<file path="src/rtl/spi_resp_pkg.sv">
// Shared types and constants for the SPI register responder.
// Command byte field positions and the read-fill value live here.
package spi_resp_pkg;

    typedef enum logic [1:0] {
        IDLE,
        CMD,
        DATA
    } state_t;

    localparam int CMD_ADDR_MSB = 7;
    localparam int CMD_ADDR_LSB = 3;
    localparam int CMD_WR_BIT   = 1;

    localparam logic [7:0] READ_FILL = 8'h00;

endpackage

</file>
<file path="src/rtl/spi_resp_sync.sv">
// SCLK/SS_n/MOSI synchronizer with registered edge detection.
// Edge pulses and mosi_s share one pipeline depth so they stay aligned.
module spi_resp_sync #(
    parameter int SYNC_STAGES = 2
) (
    input  logic clk,
    input  logic rst_n,
    input  logic sclk_in,
    input  logic ss_n_in,
    input  logic mosi_in,
    output logic sclk_rise,
    output logic sclk_fall,
    output logic ss_fall,
    output logic ss_rise,
    output logic ss_act,
    output logic mosi_s
);

    logic [SYNC_STAGES-1:0] r_sclk_sync;
    logic [SYNC_STAGES-1:0] r_ss_sync;
    logic [SYNC_STAGES-1:0] r_mosi_sync;
    logic                   r_sclk_prev;
    logic                   r_ss_prev;
    logic                   w_sclk;
    logic                   w_ss;

    assign w_sclk = r_sclk_sync[SYNC_STAGES-1];
    assign w_ss   = r_ss_sync[SYNC_STAGES-1];

    // SS_n resets low so a select already held at release is not seen as a fall
    always_ff @(posedge clk or negedge rst_n) begin
        if (!rst_n) begin
            r_sclk_sync <= '0;
            r_ss_sync   <= '0;
            r_mosi_sync <= '0;
            r_sclk_prev <= 1'b0;
            r_ss_prev   <= 1'b0;
            sclk_rise   <= 1'b0;
            sclk_fall   <= 1'b0;
            ss_fall     <= 1'b0;
            ss_rise     <= 1'b0;
            ss_act      <= 1'b0;
            mosi_s      <= 1'b0;
        end else begin
            r_sclk_sync <= {r_sclk_sync[SYNC_STAGES-2:0], sclk_in};
            r_ss_sync   <= {r_ss_sync[SYNC_STAGES-2:0], ss_n_in};
            r_mosi_sync <= {r_mosi_sync[SYNC_STAGES-2:0], mosi_in};
            r_sclk_prev <= w_sclk;
            r_ss_prev   <= w_ss;
            sclk_rise   <= w_sclk & ~r_sclk_prev;
            sclk_fall   <= ~w_sclk & r_sclk_prev;
            ss_fall     <= ~w_ss & r_ss_prev;
            ss_rise     <= w_ss & ~r_ss_prev;
            ss_act      <= ~w_ss;
            mosi_s      <= r_mosi_sync[SYNC_STAGES-1];
        end
    end

endmodule

</file>
<file path="src/rtl/spi_reg_responder.sv">
// SPI mode-0 responder with MAX3421E-style command byte over a
// register file that the fabric host port can also read and write.
module spi_reg_responder
    import spi_resp_pkg::*;
#(
    parameter int SYNC_STAGES = 2,
    parameter int ADDR_W      = 5
) (
    input  logic              clk_clk,
    input  logic              reset_reset_n,
    input  logic              spi_sclk,
    input  logic              spi_ss_n,
    input  logic              spi_mosi,
    output logic              spi_miso,
    input  logic [7:0]        status_in,
    input  logic              host_we,
    input  logic [ADDR_W-1:0] host_addr,
    input  logic [7:0]        host_wdata,
    output logic [7:0]        host_rdata,
    output logic              spi_wr_pulse,
    output logic [ADDR_W-1:0] spi_wr_addr,
    output logic [7:0]        spi_wr_data,
    output logic              busy
);

    localparam int NREGS = 1 << ADDR_W;

    logic [7:0]        r_regs [NREGS];
    state_t            r_state;
    logic [2:0]        r_bitcnt;
    logic [6:0]        r_rx;
    logic [7:0]        r_tx;
    logic [ADDR_W-1:0] r_addr;
    logic              r_wr;
    logic              r_byte_done;
    logic [7:0]        r_host_rdata;
    logic              r_wr_pulse;
    logic [ADDR_W-1:0] r_wr_addr;
    logic [7:0]        r_wr_data;

    logic              w_sclk_rise;
    logic              w_sclk_fall;
    logic              w_ss_fall;
    logic              w_ss_rise;
    logic              w_ss_act;
    logic              w_mosi_s;
    logic [7:0]        w_rx_byte;
    logic              w_last_bit;
    logic              w_bit_rise;
    logic              w_bit_fall;
    logic              w_commit;

    spi_resp_sync #(
        .SYNC_STAGES(SYNC_STAGES)
    ) u_sync (
        .clk      (clk_clk),
        .rst_n    (reset_reset_n),
        .sclk_in  (spi_sclk),
        .ss_n_in  (spi_ss_n),
        .mosi_in  (spi_mosi),
        .sclk_rise(w_sclk_rise),
        .sclk_fall(w_sclk_fall),
        .ss_fall  (w_ss_fall),
        .ss_rise  (w_ss_rise),
        .ss_act   (w_ss_act),
        .mosi_s   (w_mosi_s)
    );

    assign w_rx_byte  = {r_rx, w_mosi_s};
    assign w_last_bit = (r_bitcnt == 3'd7);
    assign w_bit_rise = w_sclk_rise & w_ss_act & ~w_ss_rise;
    assign w_bit_fall = w_sclk_fall & w_ss_act & ~w_ss_rise;
    assign w_commit   = (r_state == DATA) & r_wr & w_bit_rise & w_last_bit;

    assign spi_miso     = r_tx[7];
    assign busy         = (r_state != IDLE);
    assign host_rdata   = r_host_rdata;
    assign spi_wr_pulse = r_wr_pulse;
    assign spi_wr_addr  = r_wr_addr;
    assign spi_wr_data  = r_wr_data;

    // Transaction FSM: bit counting, MOSI/MISO shifting, address walk
    always_ff @(posedge clk_clk or negedge reset_reset_n) begin
        if (!reset_reset_n) begin
            r_state     <= IDLE;
            r_bitcnt    <= 3'd0;
            r_rx        <= 7'd0;
            r_tx        <= 8'h00;
            r_addr      <= '0;
            r_wr        <= 1'b0;
            r_byte_done <= 1'b0;
            r_wr_pulse  <= 1'b0;
            r_wr_addr   <= '0;
            r_wr_data   <= 8'h00;
        end else begin
            r_wr_pulse <= 1'b0;
            if (w_ss_rise) begin
                r_state     <= IDLE;
                r_bitcnt    <= 3'd0;
                r_tx        <= 8'h00;
                r_byte_done <= 1'b0;
            end else begin
                unique case (r_state)
                    IDLE: begin
                        if (w_ss_fall) begin
                            r_state     <= CMD;
                            r_bitcnt    <= 3'd0;
                            r_tx        <= status_in;
                            r_byte_done <= 1'b0;
                        end
                    end
                    CMD, DATA: begin
                        if (w_bit_rise) begin
                            r_rx     <= w_rx_byte[6:0];
                            r_bitcnt <= r_bitcnt + 3'd1;
                            if (w_last_bit) begin
                                r_byte_done <= 1'b1;
                                if (r_state == CMD) begin
                                    r_state <= DATA;
                                    r_addr  <= ADDR_W'(w_rx_byte[CMD_ADDR_MSB:CMD_ADDR_LSB]);
                                    r_wr    <= w_rx_byte[CMD_WR_BIT];
                                end else if (r_wr) begin
                                    r_wr_pulse <= 1'b1;
                                    r_wr_addr  <= r_addr;
                                    r_wr_data  <= w_rx_byte;
                                    r_addr     <= r_addr + ADDR_W'(1);
                                end
                            end
                        end else if (w_bit_fall) begin
                            if (r_byte_done) begin
                                r_byte_done <= 1'b0;
                                if (r_wr) begin
                                    r_tx <= READ_FILL;
                                end else begin
                                    r_tx   <= r_regs[r_addr];
                                    r_addr <= r_addr + ADDR_W'(1);
                                end
                            end else begin
                                r_tx <= {r_tx[6:0], 1'b0};
                            end
                        end
                    end
                    default: r_state <= IDLE;
                endcase
            end
        end
    end

    // Register file: SPI commit is applied last so it wins a same-address clash
    always_ff @(posedge clk_clk or negedge reset_reset_n) begin
        if (!reset_reset_n) begin
            for (int i = 0; i < NREGS; i++) begin
                r_regs[i] <= 8'h00;
            end
            r_host_rdata <= 8'h00;
        end else begin
            r_host_rdata <= r_regs[host_addr];
            if (host_we) begin
                r_regs[host_addr] <= host_wdata;
            end
            if (w_commit) begin
                r_regs[r_addr] <= w_rx_byte;
            end
        end
    end

endmodule

</file>
<file path="config.mk">
export PLATFORM = sky130hd
export DESIGN_NAME = spi_reg_responder
export DESIGN_NICKNAME = d
export VERILOG_FILES = /design/src/rtl/spi_resp_pkg.sv /design/src/rtl/spi_resp_sync.sv /design/src/rtl/spi_reg_responder.sv
export SDC_FILE = /design/constraint.sdc
export NUM_CORES = 1
export LEC_CHECK = 0
export CORE_ASPECT_RATIO = 1.5
export CORE_MARGIN = 5
export CORE_UTILIZATION = 35
export CTS_CLUSTER_DIAMETER = 60
export DETAILED_ROUTE_END_ITERATION = 16
export SYNTH_ARGS = -nofsm -noshare
export SYNTH_HDL_FRONTEND = slang
export SYNTH_SLANG_ARGS = --single-unit
</file>
<file path="constraint.sdc">
create_clock -name clk_clk -period 2.8 [get_ports clk_clk]
set_clock_uncertainty 0.05 [all_clocks]
set_input_delay 0.28 -clock clk_clk [delete_from_list [all_inputs] [get_ports clk_clk]]
set_output_delay 0.28 -clock clk_clk [all_outputs]
set_load 0.01 [all_outputs]
</file>
# Yosys cells after proc, flatten, opt, wreduce, memory -nomap -nowiden
# Index checks and enable logic that the tools add are counted.
# Widths: inputs -> output; s select.
[classes] add_sub_neg=2 magnitude_cmp=4 eq_ne=14 mux=50 n_bitwise=19 reduce_logical=16
[ops] cell="$bwmux 256" count=2
[ops] cell="$mux 256" count=2
[ops] cell="$mux 8" count=12
[ops] cell="$bmux 8 s5" count=2
[ops] cell="$demux 8 s5" count=2
[ops] cell="$mux 5" count=7
[ops] cell="$ne 3x2->1 const B" count=6
[ops] cell="$pmux 8 s2" count=1
[ops] cell="$ge 6x6->1 const B" count=2
[ops] cell="$lt 6x1->1 const B" count=2
[ops] cell="$not 5->6" count=2
[ops] cell="$reduce_and 4->1" count=3
[ops] cell="$and 1x1->1" count=11
[ops] cell="$mux 1" count=11
[ops] cell="$mux 2" count=5
[ops] cell="$mux 3" count=3
[ops] cell="$ne 4x3->1 const B" count=2
[ops] cell="$reduce_and 7->1" count=1
[ops] cell="$not 1->1" count=6
[ops] cell="$pmux 3 s2" count=1
[ops] cell="$reduce_and 3->1" count=2
[ops] cell="$reduce_and 6->1" count=1
[ops] cell="$reduce_bool 2->1" count=3
[ops] cell="$add 5x1->5 const B" count=1
[ops] cell="other kinds (14)" count=15
[word_totals] register_bits=319 inputBits=27 output_inout_bits=24 wordCells=159

# Logic depth before layout (Yosys ltp)
# Gate-level depths: netlist of run 1.
[logic_depth] ltp_word=10 ltp_mapped=10 mapped_depth_nobuf=7

# Modules after synthesis
# From an unflattened synthesis of run 1, not the netlist that was laid out.
[hier_totals] cells_unflattened=1818 area_unflattened_um2=18899.4
[modules_own_cells] mod="spi_reg_responder" n_inst=1 cells_per_inst=1799 area_each_um2=18515.3 seq_area_each_um2=7632.3
[modules_own_cells] mod="spi_resp_sync" n_inst=1 cells_per_inst=19 area_each_um2=384.1 seq_area_each_um2=350.3

# Worst setup path before layout of run 1
# OpenSTA, ideal clock, no wires.
[synth_path] path_type="reg2reg" from="register r_state[0]" to="register r_wr_addr[0] (netlist: spi_wr_addr[0])" setup_ps=125 arrival_ps=2175 required_time_ps=2625 path_slack_ps=451 stages_incl_launch_ff=9 path_buffers=2 period_less_slack_ps=2349 path_cell_list="dfrtp_1 > inv_1 > ha_1 > buf_2 > nor2b_1 > nand3_2 > nor3_2 > buf_4 > mux2_2"
[synth_between] elab_chain_len=3 elab_cells_between_ends=5 classes_between="eq/ne (2); bitwise (1); reduce/logical (2)"
[synth_rtl] element="from (decl)" line_no="spi_reg_responder.sv:29" text="state_t r_state;"
[synth_rtl] element="from (signal assigned)" line_no="spi_reg_responder.sv:85" text="r_state <= IDLE;"
[synth_rtl] element="from (signal assigned)" line_no="spi_reg_responder.sv:98" text="r_state <= IDLE;"
[synth_rtl] element="from (signal assigned)" line_no="spi_reg_responder.sv:106" text="r_state <= CMD;"
[synth_rtl] element="$eq 2x2->1 / $eq 2x1->1 (equally long branches)" line_no="spi_reg_responder.sv:103, spi_reg_responder.sv:118"
[synth_rtl] element="$reduce_or 2->1 / $not 1->1 (equally long branches)"
[synth_rtl] element="$reduce_and 6->1 (no source line) *"
[synth_rtl] element="to (signal assigned)" line_no="spi_reg_responder.sv:124" text="r_wr_addr <= r_addr;"
[synth_rtl] element="to (decl)" line_no="spi_reg_responder.sv:38" text="logic [ADDR_W-1:0] r_wr_addr;"
# Mark *: on every way between the ends. The rest lies on a longest branch, timed or not.
# A chain may end at the register's enable or synchronous reset.

# Final worst setup path of run 1
[layout_path] from="register r_addr[1]" to="register r_tx[4]"
[layout_between] elab_chain_len=10
[layout_rtl] element="from (decl)" line_no="spi_reg_responder.sv:33" text="logic [ADDR_W-1:0] r_addr;"
[layout_rtl] element="from (signal assigned)" line_no="spi_reg_responder.sv:120" text="r_addr <= ADDR_W'(w_rx_byte[CMD_ADDR_MSB:CMD_ADDR_LSB]);"
[layout_rtl] element="from (signal assigned)" line_no="spi_reg_responder.sv:126" text="r_addr <= r_addr + ADDR_W'(1);"
[layout_rtl] element="from (signal assigned)" line_no="spi_reg_responder.sv:136" text="r_addr <= r_addr + ADDR_W'(1);"
[layout_rtl] element="$not 5->6 (not written as such)" line_no="spi_reg_responder.sv:135" text="r_tx <= r_regs[r_addr];"
[layout_rtl] element="$bmux 8 s5" line_no="spi_reg_responder.sv:135"
[layout_rtl] element="$mux 8 (not written as such) (2 in a row)" line_no="spi_reg_responder.sv:135"
[layout_rtl] element="$mux 8" line_no="spi_reg_responder.sv:132" text="if (r_wr) begin"
[layout_rtl] element="$mux 8" line_no="spi_reg_responder.sv:130" text="if (r_byte_done) begin"
[layout_rtl] element="$mux 8" line_no="spi_reg_responder.sv:129" text="end else if (w_bit_fall) begin"
[layout_rtl] element="$mux 8" line_no="spi_reg_responder.sv:113" text="if (w_bit_rise) begin"
[layout_rtl] element="$pmux 8 s2" line_no="spi_reg_responder.sv:103" text="unique case (r_state)"
[layout_rtl] element="$mux 8" line_no="spi_reg_responder.sv:97" text="if (w_ss_rise) begin"
[layout_rtl] element="to (signal assigned)" line_no="spi_reg_responder.sv:108" text="r_tx <= status_in;"
[layout_rtl] element="to (signal assigned)" line_no="spi_reg_responder.sv:135"
[layout_rtl] element="to (signal assigned)" line_no="spi_reg_responder.sv:139" text="r_tx <= {r_tx[6:0], 1'b0};"
[layout_rtl] element="to (decl)" line_no="spi_reg_responder.sv:32" text="logic [7:0] r_tx;"
# Every way passes these cells. The select of a mux whose other input is x is not followed.

==> flow_summary.toml, run 1 <==
[placement]
hpwl_um = 51800
pre_cts_ws_ns = 0.0537
portBuffers = 50
gp_congestion = 1.06
place_area_um2 = 20900

[synth]
synth_top_area_share_pct = 42.4
synth_edf_count = 0
async_reset_ff_share_pct = 100
ys_ff_latch = 319
synth_area_per_cell_um2 = 10.4
synth.distinct_cells = 56
synth_area_um2 = 18800
synth.net_count = 1856
synth_flop_cell = "dfrtp_1"
yosysTopAreaCell = "dfrtp_1"
yosysSeqAreaShare_pct = 42.4
yosys_warnings = 0
syn-instance-count = 1819
synth_area_leaders = "dfrtp_1 (42%), mux2i_1 (21%), mux4_2 (7.6%)"

[clock_network]
cts_root_buffer = "clkbuf_16"
cts.sinks = 319
clock_latency_ns = 0.54
post_cts.repair.setup_buffers = 0
cts_buffer_depth = 3
cts_tree = "done"
htreeDepth = 2
path_clk_slew_ns = 0.06
numCtsBuffers = 35

[layout]
fillCellCount = 5145
syn_to_final_growth_pct = 16.6
multiInputGateArea_um2 = 10100
final_util_pct = 41.1
design_area_um2 = 22000
final_layout_size_suffix_gt1_share_pct = 17.2
seqCellArea_um2 = 7990
fin_nets = 1922

[detailed_routing]
antenna_left = 0
wl_per_cell_um = 28.2
wl_um = 73200
via_per_inst = 5.93
drc_errors = 0
dr.pass1.iters = 5
drtIter0Drc = 1518
dr_total_vias = 15400

[pwr]
power.density_nw_per_um2 = 667
leakage_nw = 8.72
irDropWorstVdd_mv = 0.672

[setup_path]
cpMostUsedCell = "buf_12"
cp_max_fo = 34
critPathLaunchType = "flip-flop"
critical-path-slowest-cell = "nor4_1"
slowest_delay_ns = 0.62
required_ns = 3.17
r2r_slack_ns = -0.06
crit_path_end_kind = "flip-flop"
arrival_ns = 3.24
path_class = "flip-flop to flip-flop"
crit_path_cell_trace = "buf_12 -> buf_12 -> mux2i_1 -> o22ai_1 -> nor4_1 -> a211oi_1 -> a211o_1"

[floorplanning]
floorplan.initialDensity_pct = 35.2
die_area_um2 = 58700
core_um2 = 53500
row_count = 104
die_w_um = 199
dieHeight_um = 294
io_pins = 51

[global_route]
grt_pass1_wl_um = 108000
antenna_found_initial = 2
grt_pass1_vias = 15400
overflow = 0
grt_usage_pct = 24.7
grt_max_degree = 87

[worst_hold_path]
worstHoldPathType = "input port to flip-flop"

[timing]
post-route-period-util_pct = 102
tightest_slew_ns = 0.733
grt_setup_unrepaired = "false"
relSlewSlack_pct = 50.9
fin_ws_ns = -0.0632
maxSlewViolCount = 0
final-hold-violation-count = 0
fin_crit_ns = 2.86
setup_violations = 1
max_freq_ghz = 0.349

[outcome]
violations = "setup timing"
status = "finished with violations"

[run]
drv_cap = 0
[layer usage]
| metal | vias to the layer above | share of wire [%] | GRT usage (%) |
|---|---|---|---|
| met5 | - | 0.019 | 0 |
| met4 | 2 | 7.9 | 15.4 |
| met3 | 204 | 5.1 | 3.10 |
| met2 | 629 | 50 | 42.3 |
| met1 | 7818 | 37 | 29.2 |
| li1 | 6761 | - | - |
[area by class of cell]
cell class / instances / share of cell area, %
multi-input cells: 1330 / 46.0
diodes: 1 / 0.0114
well taps: 689 / 3.92
inverters: 10 / 0.171
flip-flops and latches: 319 / 36.4
repair buffers: 189 / 8.51
clock inverters: 18 / 0.655
clock buffers: 44 / 4.37
[placed cells by master, fill, tap and decap left out, drive strengths merged, types with 13 or more instances in the layout]
cell	n
nor2	302
mux2i	387
clkinv	13
clkdlybuf4s50	47
clkbuf	44
nand2	55
mux4	64
o22ai	64
buf	141
nor4	16
mux2	22
dfrtp	319
a21oi	260
a22oi	38
[Yosys cell counts (3+ instances only)]
library cell and n:
a22oi_1 38, nor2_2 20, buf_2 68, nand4b_1 4, mux2i_1 387, and2_1 3, a21oi_1 260, or4b_1 4
ha_1 10, nor2_1 281, dfrtp_1 319, nor4_1 16, a211o_1 4, nand3b_1 5, buf_1 16, nand2_1 55
a221o_1 6, nor3_1 6, nor2b_1 6, nor3b_1 6, and3b_1 3, nand3_1 5, nand3_2 6, buf_4 5
nand4bb_1 5, o22ai_1 64, clkbuf_1 69, inv_1 9, nor4b_4 4, nand4_1 9, mux4_2 64, a211oi_1 3
mux2_2 22, o21ai_0 8
[metrics by stage]
stage / instances / hold WS (ns) / TNS [ns] / power [mW]
after CTS: 2599 / 0.112 / 0 / 14.7
after global routing: 2599 / 0.111 / 0 / 15.2
final: 2600 / 0.127 / -0.0632 / 14.7
after global placement: 2536 / 0.197 / 0 / 9.98
after floorplan: 1819 / -0.0656 / 0 / 8.19
after detailed placement: 2536 / 0.197 / 0 / 10.1
[where the power goes]
group	switching [mW]	internal (mW)
clock	2.04	2.55
sequential	0.826	5.44
combinational	2.23	1.57
total	5.10	9.56
[critical path, delay by kind of cell, from the launching register on]
kind / cells / cell delay [ns]
AOI/OAI and AO/OA: 3 / 0.67
and+or+nand+nor: 1 / 0.62
buffers and inverters: 2 / 0.46
DFF: 1 / 0.44
muxes: 1 / 0.43
[worst paths after layout]
check                                 startpoint               endpoint  depth (start not counted)
min                                     spi_sclk  u_sync.r_sclk_sync[0]                          1
max in group asynchronous          reset_reset_n             r_regs[89]                          3
max reg2reg                            r_addr[1]                r_tx[4]                          7
min reg2reg                u_sync.r_mosi_sync[0]  u_sync.r_mosi_sync[1]                          0
max                                    r_addr[1]                r_tx[4]                          7
min in group asynchronous          reset_reset_n         spi_wr_data[0]                          2
[logic make-up (layout without fill, tap and decap cells)]
group / Yosys count / count (layout) / synth area share [%]
mux: 473 / 473 / 29.5
compound gates: 394 / 394 / 11.9
buf+inv: 170 / 261 / 3.98
flops: 319 / 319 / 42.4
simple gates: 453 / 453 / 11.6
other cells: 0 / 1 / 0
fa+ha+maj: 10 / 10 / 0.664
[registers in the layout (all words and copies together) (netlist names), 2 cells and up]
name	count
r_regs	256
host_rdata	8
r_tx	8
spi_wr_data	8
r_rx	7
r_addr	5
spi_wr_addr	5
r_bitcnt	3
r_state	2
u_sync.r_mosi_sync	2
u_sync.r_sclk_sync	2
u_sync.r_ss_sync	2
[timing repair]
action,CTS,global route
endpoints found under the hold margin,51,0
setup endpoints to repair,0,2
resized for setup,0,4
hold buffers,1,0
No activity file was read; power rests on OpenSTA's default activity.
==> inputs of run 2 (changes only) <==
Settings changed: CTS_BUF_LIST set to sky130_fd_sc_hd__clkbuf_16.
==> run 2 against run 1 <==
Effect of this change: the run still ends with setup timing left; clock power down 2%; sequential power is essentially flat; setup slack better by 0.013 ns; total power fell by 0.68%; via count about the same; worst hold slack improved by 0.0015 ns; count of clock-buffer cells in the layout shrank 8; critical path depth did not move; routed wire length rose by 0.12%; largest cell class unchanged; highest routed layer unchanged.
==> flow_summary.toml, run 2 (same netlist as run 1, synthesis figures left out) <==
[outcome]
status = "finished with violations"
violations = "setup timing"

[layout]
final_util_pct = 41.0
design_area_um2 = 21900
largest_reg_flops = 256
layout_common_cells = "mux2i_1 (387), dfrtp_1 (314), nor2_1 (281)"
regMostFlops = "r_regs"
layout_commonest_cell = "mux2i_1"
fin_nets = 1922
n_antenna_cell = 0
final_layout_size_suffix_gt1_share_pct = 17.0
syn_to_final_growth_pct = 16.5

[setup_path]
reg2reg_depth = 7
crit_path_end_kind = "flip-flop"
rr_startpoint = "r_addr[1]"
arrival_ns = 3.23
critPathLaunchType = "flip-flop"
r2r_slack_ns = -0.05
cp_max_fo = 34
rr_endpoint = "r_tx[4]"
required_ns = 3.17
path_class = "flip-flop to flip-flop"

[timing]
final-hold-violation-count = 0
maxSlewViolCount = 0
finalSetupTns_ns = -0.0504
grt_setup_unrepaired = "false"
relSlewSlack_pct = 51.8
post-route-period-util_pct = 102
fin_ws_ns = -0.0504
fin_crit_ns = 2.85
setup_violations = 1
tightest_slew_ns = 0.721
max_freq_ghz = 0.351

[pwr]
power.density_nw_per_um2 = 664
p_clk_share_pct = 30.8
p_int_mw = 9.46
comb_power_share_pct = 26.1
irDropWorstVdd_mv = 0.643
switching_share_pct = 35.1
leakage_nw = 8.72
netSwitchingPower_mw = 5.11
p_total_mw = 14.6
seqPwrFrac_pct = 43.1

[global_route]
grt_usage_pct = 24.7
grt_pass1_wl_um = 108000
grt_pass1_vias = 15400
grt_max_degree = 87
overflow = 0
antenna_found_initial = 2
met1_usage_pct = 29.2
grt_util_met3_pct = 3.10
busiest_layer = "met2"
grt_util_met2_pct = 42.3

[placement]
pre_cts_ws_ns = 0.0537
portBuffers = 50
place_area_um2 = 20900
hpwl_um = 51800
gp_congestion = 1.06

[clock_network]
cts_buffer_depth = 3
post_cts.repair.setup_buffers = 0
cts_root_buffer = "clkbuf_16"
clock_latency_ns = 0.54
cts_tree = "done"
numCtsBuffers = 35
path_clk_slew_ns = 0.06
htreeDepth = 2
cts.sinks = 319

[detailed_routing]
via_per_inst = 5.94
dr_total_vias = 15400
drc_errors = 0
antenna_left = 0
dr.pass1.iters = 5
drtIter0Drc = 1529
wl_per_cell_um = 28.2
wl_um = 73300

[floorplanning]
core_um2 = 53500
floorplan.initialDensity_pct = 35.2
dieHeight_um = 294
row_count = 104
io_pins = 51
die_w_um = 199
die_area_um2 = 58700

[worst_hold_path]
hold_end = "u_sync.r_sclk_sync[0]"
hold_start = "spi_sclk"
worstHoldPathType = "input port to flip-flop"
hold_depth = 1

[run]
drv_cap = 0
[run 2: how the worst max path moves through the flow]
stage / start / endpoint
4_1_cts: r_addr[3] / r_tx[4]
5_1_grt: r_addr[1] / r_tx[5]
2_1_floorplan: r_state[0] / spi_wr_addr[0]
3_5_place_dp: r_addr[3] / r_tx[4]
3_3_place_gp: r_addr[3] / r_tx[4]
6_report: r_addr[1] / r_tx[4]
[run 2: cell type report]
cell class	count	area, um2
clock inverter	26	174
sequential	319	7990
inverter	10	37.5
tap	689	862
clock buffer	36	901
timing repair buffer	189	1870
fill	5151	31500
multi-input combinational	1330	10100
[run 2: power groups by stage]
stage,clock network (mW),logic [mW],registers [mW]
finish,4.49,3.80,6.27
global route,4.74,4.03,6.33
CTS,4.58,3.77,6.23
detailed placement,0,3.76,6.30
global placement,0,3.72,6.26
floorplan,0,2.25,5.94
[run 2: layer usage]
metal	wire [um]	vias to the layer above
li1	-	6768
met1	27200	7814
met2	36500	649
met3	3910	196
met4	5650	2
met5	14	-
[run 2: critical path: stages (launching register included)]
cell and delay, ns:
dfrtp_4 0.44, buf_12 0.25, buf_12 0.21, mux2i_1 0.42, o22ai_1 0.17, nor4_1 0.62
a211oi_1 0.19, a211o_1 0.31
[run 2: metrics by stage]
stage,hold WS (ns),cells
after floorplan,-0.0656,1819
after global placement,0.197,2536
after detailed placement,0.197,2536
after CTS,0.113,2599
after global routing,0.115,2599
final,0.128,2599
[run 2: timing repair]
action,CTS,global route
setup endpoints to repair,0,2
hold buffers,1,0
endpoints found under the hold margin,51,0
resized for setup,0,4
==> inputs of run 3 (changes only) <==
Settings changed: CTS_BUF_LIST sky130_fd_sc_hd__clkbuf_16 to not set, GPL_TIMING_DRIVEN set to 0, PLACE_DENSITY_LB_ADDON set to 0.25.
==> run 3 against run 2 <==
Effect of this change: the flow still finishes with violations (setup timing); sequential power rose by 1%; first-iteration DRC count rose by 32%; maximum frequency fell by 0.57%; clock power rose by 8.9%; cell count rose by 1.3%; critical path type unchanged; largest cell class unchanged.
==> flow_summary.toml, run 3 (same netlist as run 1, synthesis figures left out) <==
[outcome]
violations = "setup timing"
status = "finished with violations"

[pwr]
leakage_nw = 8.52
switching_share_pct = 35.5
netSwitchingPower_mw = 5.36
power.density_nw_per_um2 = 692
comb_power_share_pct = 25.5
p_int_mw = 9.72
p_total_mw = 15.1
seqPwrFrac_pct = 42.1
irDropWorstVdd_mv = 0.553
p_clk_share_pct = 32.4

[placement]
placed_cells = 2561
gp_congestion = 1.04
place_area_um2 = 20300
portBuffers = 49
hpwl_um = 64600

[setup_path]
critPathLaunchType = "flip-flop"
rr_endpoint = "r_tx[3]"
path_class = "flip-flop to flip-flop"
r2r_slack_ns = -0.07
required_ns = 3.19
slowest_delay_ns = 0.62
reg2reg_depth = 7
arrival_ns = 3.26
rr_startpoint = "r_addr[0]"
crit_path_end_kind = "flip-flop"
critical-path-slowest-cell = "nand4b_1"
cp_max_fo = 10
crit_path_cell_trace = "buf_2 -> buf_4 -> nand4b_1 -> o22ai_1 -> nor4_2 -> a211oi_1 -> a211o_1"

[detailed_routing]
wl_met3_um = 6730
drc_errors = 0
dr_wl_met2_um = 42000
routed.top_layer = "met4"
via_per_inst = 6.21
dr.pass1.iters = 5
drtIter0Drc = 2011
met1_length_um = 31100
wl_per_cell_um = 33.2
wl_um = 87500
dr_total_vias = 16300
antenna_left = 0

[layout]
final_layout_size_suffix_gt1_share_pct = 15.6
syn_to_final_growth_pct = 15.7
fin_nets = 1954
regMostFlops = "r_regs"
layout_commonest_cell = "mux2i_1"
layout_common_cells = "mux2i_1 (374), dfrtp_1 (318), nor2_1 (280)"
design_area_um2 = 21800
fillCellCount = 5287
largest_reg_flops = 256
seqCellArea_um2 = 7980
layout.cells.non_filler = 2633
multiInputGateArea_um2 = 10300

[global_route]
grt_usage_pct = 29.4
antenna_found_initial = 1
grt_max_degree = 115
grt_pass1_vias = 16200
grt_pass1_wl_um = 123000
overflow = 0

[floorplanning]
io_pins = 51
die_w_um = 199
floorplan.initialDensity_pct = 35.2
core_um2 = 53500
row_count = 104
dieHeight_um = 294
die_area_um2 = 58700

[clock_network]
cts.sinks = 319
cts_root_buffer = "clkbuf_16"
path_clk_slew_ns = 0.06
cts_tree = "done"
clock_latency_ns = 0.55
htreeDepth = 2
numCtsBuffers = 36
cts_buffer_depth = 3

[worst_hold_path]
hold_end = "u_sync.r_mosi_sync[0]"
worstHoldPathType = "input port to flip-flop"
hold_depth = 1
hold_start = "spi_mosi"

[run]
drv_cap = 0

[timing]
finalSetupTns_ns = -0.212
setup_violations = 5
max_freq_ghz = 0.349
whs_ns = 0.111
maxSlewViolCount = 0
fin_ws_ns = -0.0667
fin_crit_ns = 2.87
post-route-period-util_pct = 102
relSlewSlack_pct = 15.3
tightest_slew_ns = 1.27
final-hold-violation-count = 0
## run 3: worst max-delay path by stage
stage	start	endpoint	cells past startpoint
after floorplan	r_state[0]	spi_wr_addr[0]	8
after global placement	reset_reset_n	host_rdata[2]	1
after detailed placement	r_addr[1]	r_regs[30]	10
after CTS	r_addr[1]	r_tx[4]	6
after global routing	r_addr[0]	r_tx[3]	7
final	r_addr[0]	r_tx[3]	7
## run 3: power by group through the flow
stage                     sequential (mW)  combinational [mW]  clock (mW)
final                                6.34                3.85        4.89
after detailed placement             6.34                3.71           0
after global placement               6.31                3.63           0
after CTS                            6.28                3.75        4.95
after floorplan                      5.94                2.25           0
after global routing                 6.38                4.02        5.13
## run 3: cell type report
cell class / instances / share of cell area [%]
diodes: 1 / 0.0115
flip-flops and latches: 319 / 36.6
clock buffers: 53 / 4.84
repair buffers: 64 / 3.17
plain buffers: 156 / 3.50
clock inverters: 11 / 0.562
inverters: 10 / 0.172
multi-input cells: 1330 / 47.2
well taps: 689 / 3.95
## run 3: what timing repair did
action,in CTS,in global routing
endpoints found under the setup margin,259,42
gates resized for setup,41,13
hold endpoints to repair,104,0
pin swaps,2,1
hold buffers,1,0
setup buffers,6,4
## run 3: layer usage
metal  vias up  GRT usage, %
li1       6846             -
met1      8223          34.6
met2       991          49.0
met3       289          4.99
met4         0          19.7
met5         -             0
## run 3: per-stage QoR
| stage | util, % | setup WS (ns) |
|---|---|---|
| after floorplan | - | 0.451 |
| after global placement | 37.8 | -12.94 |
| after detailed placement | 37.9 | -1.03 |
| after CTS | 40.6 | 0.000536 |
| after global routing | 40.8 | -0.00194 |
| final | 40.8 | -0.0667 |
## run 3: worst max-delay path: cells and delay by family, from the launching register on
family | cells | cell delay [ns]
compound gates | 3 | 0.66
simple gates | 2 | 1.23
flops | 1 | 0.43
buf+inv | 2 | 0.37
